==> src/rtl/pc_fetch_unit.sv <==
// Instruction-fetch stage: owns the PC, registers the inst_memory word and hands it to decode
// over valid/ready, with redirect/flush and a sticky fault. Optional counters: FETCH_PERF_EN.
module pc_fetch_unit #(
  parameter logic [31:0] RESET_PC   = 32'h0000_0000,
  parameter int unsigned IMEM_BYTES = 32
) (
  input  logic        clk,
  input  logic        reset,
  output logic [31:0] inst_Addr,
  input  logic [31:0] instruction,
  input  logic        redirect_valid,
  input  logic [31:0] redirect_target,
  output logic        if_valid,
  input  logic        if_ready,
  output logic [31:0] if_instr,
  output logic [31:0] if_pc,
  output logic [31:0] if_pc_plus4,
  output logic        fault,
  output logic [31:0] fault_pc
`ifdef FETCH_PERF_EN
  ,
  output logic [31:0] fetch_count,
  output logic [31:0] stall_count
`endif
);

  typedef enum logic [1:0] {
    S_IDLE  = 2'd0,
    S_RUN   = 2'd1,
    S_FAULT = 2'd2
  } state_t;

  // Highest address at which a full word still fits inside the memory.
  localparam logic [31:0] LAST_ADDR = 32'(IMEM_BYTES - 4);

  state_t      r_state;
  state_t      w_state_nxt;

  logic [31:0] r_pc;
  logic        r_if_valid;
  logic [31:0] r_if_instr;
  logic [31:0] r_if_pc;
  logic [31:0] r_if_pc_plus4;
  logic        r_fault;
  logic [31:0] r_fault_pc;

  logic        w_target_bad;
  logic        w_pc_oob;
  logic        w_slot_free;
  logic        w_load;
  logic        w_flush;
  logic        w_pc_redirect;
  logic        w_fault_set;
  logic [31:0] w_fault_addr;

  assign w_target_bad = (redirect_target[1:0] != 2'b00) || (redirect_target > LAST_ADDR);
  assign w_pc_oob     = (r_pc > LAST_ADDR);
  assign w_slot_free  = !r_if_valid || if_ready;

  // NOTE: async active-low reset in the sensitivity list; state updates use <= only.
  always_ff @(posedge clk or negedge reset) begin
    if (!reset) r_state <= S_IDLE;
    else        r_state <= w_state_nxt;
  end

  // NOTE: every always_comb output gets a default first so no latch is inferred.
  always_comb begin
    w_state_nxt = r_state;
    case (r_state)
      S_IDLE:  w_state_nxt = S_RUN;
      S_RUN: begin
        if (redirect_valid) begin
          if (w_target_bad) w_state_nxt = S_FAULT;
        end else if (w_slot_free && w_pc_oob) begin
          w_state_nxt = S_FAULT;
        end
      end
      S_FAULT: w_state_nxt = S_FAULT;
      default: w_state_nxt = S_IDLE;
    endcase
  end

  always_comb begin
    w_load        = 1'b0;
    w_flush       = 1'b0;
    w_pc_redirect = 1'b0;
    w_fault_set   = 1'b0;
    w_fault_addr  = r_pc;
    case (r_state)
      S_RUN: begin
        if (redirect_valid) begin
          // A redirect always flushes, even if decode takes the entry on this edge.
          w_flush = 1'b1;
          if (w_target_bad) begin
            w_fault_set  = 1'b1;
            w_fault_addr = redirect_target;
          end else begin
            w_pc_redirect = 1'b1;
          end
        end else if (w_slot_free) begin
          if (w_pc_oob) begin
            w_fault_set = 1'b1;
            w_flush     = 1'b1;
          end else begin
            w_load = 1'b1;
          end
        end
      end
      // Fetching has stopped; only let decode drain the entry still held.
      S_FAULT: w_flush = r_if_valid && if_ready;
      default: ;
    endcase
  end

  always_ff @(posedge clk or negedge reset) begin
    if (!reset) begin
      r_pc          <= RESET_PC;
      r_if_valid    <= 1'b0;
      r_if_instr    <= '0;
      r_if_pc       <= '0;
      r_if_pc_plus4 <= '0;
      r_fault       <= 1'b0;
      r_fault_pc    <= '0;
    end else begin
      if (w_pc_redirect)  r_pc <= redirect_target;
      else if (w_load)    r_pc <= r_pc + 32'd4;

      if (w_flush)        r_if_valid <= 1'b0;
      else if (w_load)    r_if_valid <= 1'b1;

      if (w_load) begin
        r_if_instr    <= instruction;
        r_if_pc       <= r_pc;
        r_if_pc_plus4 <= r_pc + 32'd4;
      end

      if (w_fault_set) begin
        r_fault    <= 1'b1;
        r_fault_pc <= w_fault_addr;
      end
    end
  end

`ifdef FETCH_PERF_EN
  logic [31:0] r_fetch_count;
  logic [31:0] r_stall_count;

  always_ff @(posedge clk or negedge reset) begin
    if (!reset) begin
      r_fetch_count <= '0;
      r_stall_count <= '0;
    end else begin
      if (w_load) r_fetch_count <= r_fetch_count + 32'd1;
      if (r_state == S_RUN && r_if_valid && !if_ready) r_stall_count <= r_stall_count + 32'd1;
    end
  end

  assign fetch_count = r_fetch_count;
  assign stall_count = r_stall_count;
`endif

  assign inst_Addr   = r_pc;
  assign if_valid    = r_if_valid;
  assign if_instr    = r_if_instr;
  assign if_pc       = r_if_pc;
  assign if_pc_plus4 = r_if_pc_plus4;
  assign fault       = r_fault;
  assign fault_pc    = r_fault_pc;

endmodule

==> config.mk <==
export PLATFORM = sky130hd
export DESIGN_NAME = pc_fetch_unit
export DESIGN_NICKNAME = d
export VERILOG_FILES = /design/src/rtl/pc_fetch_unit.sv
export SDC_FILE = /design/constraint.sdc
export NUM_CORES = 1
export LEC_CHECK = 0
export ABC_AREA = 1
export BUFFER_PORTS_ARGS = -buffer_cell sky130_fd_sc_hd__buf_2
export CAP_MARGIN = 40
export CORE_ASPECT_RATIO = 1.4
export CORE_MARGIN = 2
export CORE_UTILIZATION = 50
export DETAILED_ROUTE_END_ITERATION = 8
export PLACE_DENSITY_LB_ADDON = 0.1
export SKIP_LAST_GASP = 1
export SYNTH_ARGS = -nofsm -noshare
export SYNTH_HDL_FRONTEND = slang
export SYNTH_SLANG_ARGS = --single-unit
==> constraint.sdc <==
create_clock -name clk -period 2.2 [get_ports clk]
set_input_delay 0.22 -clock clk [delete_from_list [all_inputs] [get_ports clk]]
set_output_delay 0.22 -clock clk [all_outputs]
set_load 0.01 [all_outputs]
## Yosys cells after proc, flatten, opt, wreduce, memory -nomap -nowiden

Index checks and enable logic that the tools add are counted.

| word-level totals | value |
|---|---|
| register bits after elaboration | 164 |
| input bits | 68 |
| word-level logic and storage cells | 50 |
| output and inout bits | 162 |

| cells by class | value |
|---|---|
| $add $sub $neg | 1 |
| equality and inequality tests | 4 |
| magnitude comparators | 2 |
| mux-type cells | 25 |
| reduce and logical (&&, ||, !) cells | 10 |

Operator list:

| cell | count |
|---|---|
| $mux 32 | 5 |
| $gt 32x5->1 const B | 2 |
| $add 32x3->32 const B | 1 |
| $mux 1 | 15 |
| $mux 2 | 3 |
| $ne 3x3->1 const B | 2 |
| $pmux 2 s3 | 1 |
| $reduce_bool 2->1 | 3 |
| $eq 2x1->1 const B | 1 |
| $eq 2x2->1 const B | 1 |
| $logic_and 1x1->1 | 2 |
| $logic_not 2->1 | 1 |
| $logic_or 1x1->1 | 2 |
| $pmux 1 s2 | 1 |
| $reduce_and 2->1 | 1 |
| $logic_not 1->1 | 1 |

## Longest topological paths before layout

| depth | value |
|---|---|
| word-level depth | 7 |
| mapped depth | 13 |
| depth with buffers taken out | 12 |

## Worst setup path before layout

OpenSTA, ideal clock, no wires.

| timing path | value |
|---|---|
| kind | register to register |
| start point | register r_pc[2], in the netlist inst_Addr[2] |
| end point | register r_if_pc[2], in the netlist if_pc[2] |
| cell stages (with the launch flop) | 12 |
| data required time | 2.085 ns |
| buffers on the path | 1 |
| library setup time | 0.115 ns |
| arrival time | 1.593 ns |
| slack | 0.492 ns |
| clock period less this slack | 1.708 ns |
| cell sequence | dfrtp_1 -> ha_1 -> nand2_1 -> inv_1 -> nand2_1 -> nand2_1 -> nor2_2 -> nand3_2 -> buf_6 -> or2_1 -> o21ai_2 -> inv_2 |

| between the ends | value |
|---|---|
| cells in the longest elaborated chain, start to end | 5 |

RTL lines:

| item | line | source |
|---|---|---|
| start, declared | 39 | `logic [31:0] r_pc;` |
| start signal, assigned | 125 | `if (w_pc_redirect) r_pc <= redirect_target;` |
| start signal, assigned | 126 | `else if (w_load) r_pc <= r_pc + 32'd4;` |
| $gt 32x5->1 | 57 | `assign w_pc_oob = (r_pc > LAST_ADDR);` |
| $mux 1 | 101 | `if (w_pc_oob) begin` |
| $mux 1 | 100 | `end else if (w_slot_free) begin` |
| $mux 1 | 91 | `if (redirect_valid) begin` |
| $mux 1 | 89 | `case (r_state)` |
| end signal, assigned | 133 | `r_if_pc <= r_pc;` |
| end, declared | 42 | `logic [31:0] r_if_pc;` |

Several ways; a longest one is shown, not always the timed one.
A chain may end at the register's enable or synchronous reset.

## Worst setup path after layout

| timing path | value |
|---|---|
| start point | register r_pc[2], in the netlist inst_Addr[2] |
| end point | register r_fault_pc[13], in the netlist fault_pc[13] |

| between the ends | value |
|---|---|
| cells in the longest elaborated chain, start to end | 5 |

RTL lines:

| item | line | source |
|---|---|---|
| $gt 32x5->1 | 57 |  |
| $mux 1 | 101 |  |
| $mux 1 | 100 |  |
| $mux 1 | 91 |  |
| $mux 1 | 89 |  |
| end signal, assigned | 139 | `r_fault_pc <= w_fault_addr;` |
| end, declared | 45 | `logic [31:0] r_fault_pc;` |

No other way between the ends.

==> results.ini <==
[cts]
cts.clk_slew.worst_paths_ps = 70
cts.sinks = 162
cts-root-buf = clkbuf_16
numCtsBuffers = 17
cts.path.max_buffers = 2
insertion_delay_ps = 420
post_cts_resized = 0
cts_max_level = 4
cts_tree = yes

[drt]
drtAntennaViolNets = 0
drtIter0Drc = 272
first_pass_iters = 5
viasPerCell = 4.70
drc = 0
wirelength_um = 16800
vias = 5796
wl_per_cell_um = 13.6

[setup_path]
cp.arrival_ps = 2330
required_ps = 2550
path_class = reg -> reg
slowest_stage = a21oi_4
startpoint = inst_Addr[2]
path_common_cell = nand2_1
path_cells = ha_1, nand2_1, inv_1, nand2_1, nand2_1, nor2_2, nand2_1, nand2_2, a21oi_4, nand3_1, nand2_1
worst_setup_path_start_kind = register
path_max_fanout = 32
reg2reg_from = inst_Addr[2]
crit_path_max_incr_delay_ps = 670
end_kind = register

[global_route]
grt_pass1_vias = 5642
grt_max_degree = 86
grt_pass1_wl_um = 27400
antenna_found_initial = 2
grt_use_total = 0.242
grt.overflow.total = 0

[sta]
layout_setup_ws_ps = 224
rsz0062_at_grt = no
fin_tns_setup_ps = 0
max_freq_mhz = 506
finalMaxSlewViolations = 0
tightestPinTransition_ps = 820
holdWs_ps = 12.3
hold_viol = 0
fin_crit_sh = 0.898
max-slew-margin-rel = 0.452
finClkSkew_ps = 9.06
setup_viol = 0
min_period_ps = 1980

[synth]
async_flop_share = 1.00
yosys_warnings = 0
synth_cell_types = 24
netlist_area_um2 = 6710
synth_seq_cells = 162
synth_nets = 854
ys_seq_area_frac = 0.604
syn_inst = 782
synth_edf_count = 0
post_synth.cell_area_avg_um2 = 8.58
synth-main-ff-cell = dfrtp_1

[run_status]
status = finished clean

[power]
power_density_nw_per_um2 = 710
switchingPower_uw = 1470
ir_drop_mv = 0.665
combPwrFrac = 0.050
swShare = 0.231
sequentialPowerShare = 0.481
power_leakage_uw = 0.00509
total_power_uw = 6350
clock_power_share = 0.469
internal_power_uw = 4880

[layout]
final_cell_mix = nand2_1 (280), buf_2 (228), dfrtp_1 (162)
finalNetCount = 1111
drive_above_1_share = 0.280
syn2layout_area_growth_pct = 33.2
final_common_cell = nand2_1
fin_cells = 1233
antenna_cells = 0

[run]
max_cap_violations = 0

[place]
dpl_worst_slack_ps = 196
gp_congestion = 0.807
place_inst = 1172
hpwl_um = 11600
io_buffers = 229

[floorplan]
rows = 50
die_y_um = 141
start_util = 0.506
die_w_um = 102
die_area_um2 = 14400
pin_count = 230
core_area_um2 = 13300

[worst_hold_path]
min-delay-start = instruction[28]
worstHoldPathType = in -> reg

==> cell type report <==
class                           count  area [µm²]
Clock buffer                       17         425
Sequential cell                   162        4050
Fill cell                        1151        4330
Inverter                           94         353
Timing Repair Buffer              276        1660
Tap cell                          182         228
Clock inverter                     14         166
Multi-Input combinational cell    488        2050
==> flip-flops by register name (all words and copies together), names as in the netlist <==
name and flops:
if_pc 32, if_instr 32, fault 1, r_state 2, if_valid 1, inst_Addr 32
fault_pc 32, if_pc_plus4 30
==> per-stage QoR <==
step / cell area [µm²] / utilization
after floorplan: 6710 / -
after global placement: 8040 / 0.606
after detailed placement: 8040 / 0.606
after CTS: 8930 / 0.674
after global routing: 8930 / 0.674
final: 8930 / 0.674
==> per-layer routing <==
layer,global-route usage,up-vias,part of all wire
met5,0,-,0.00065
met4,0.0758,2,0.023
met3,0.0833,29,0.076
met2,0.398,196,0.49
met1,0.301,2712,0.41
li1,-,2857,-
==> path summary, 6_finish.rpt <==
path	depth (start not counted)	endpoint	slack, ps
worst max register to register	11	fault_pc[13]	220
worst min register to register	2	fault	470
worst max-delay path	11	fault_pc[13]	220
worst min-delay path	3	if_instr[28]	10
min in group asynchronous	3	fault_pc[25]	370
max in group asynchronous	3	fault_pc[8]	1440
==> critical path: cells and delay by family (launching register included) <==
kind            cells  cell delay, ps
fa+ha+maj           1             170
compound gates      1             670
buf+inv             1              60
simple gates        8             670
flops               1             350
==> kinds of logic after synthesis <==
| logic type | after synthesis | share of synthesized area |
|---|---|---|
| AOI/OAI and AO/OA | 6 | 0.00671 |
| xor gates and xnor gates | 1 | 0.00131 |
| adders and majority gates | 4 | 0.00746 |
| buffers and inverters | 132 | 0.0897 |
| DFF | 162 | 0.604 |
| and+or+nand+nor | 477 | 0.290 |
==> synthesized netlist by cell type, types with 2 or more instances <==
cell type / count / share of area
o21ai_0: 3 / 0.0022
buf_6: 6 / 0.010
buf_2: 22 / 0.016
nand3_1: 73 / 0.054
nand2_1: 280 / 0.16
nand2_2: 5 / 0.0047
buf_4: 9 / 0.010
nor2_4: 2 / 0.0034
inv_1: 90 / 0.050
ha_1: 4 / 0.0075
dfrtp_1: 162 / 0.60
nor2_2: 2 / 0.0019
nor2_1: 108 / 0.060
nand4_1: 3 / 0.0028
inv_2: 4 / 0.0022
==> power groups by stage <==
stage | Sequential (µW) | Combinational (µW) | Clock [µW]
final | 3050 | 320 | 2980
after global routing | 3050 | 365 | 3160
after CTS | 3050 | 325 | 3030
after detailed placement | 3100 | 285 | 0
after global placement | 3110 | 279 | 0
after floorplan | 3120 | 70.9 | 0
==> repair_timing <==
action | 4_1_cts | 5_1_grt
setup buffers | 0 | 0
endpoints found under the setup margin | 0 | 0
endpoints found under the hold margin | 191 | 0
hold buffers | 30 | 0
Power figures use the tool's default switching activity.
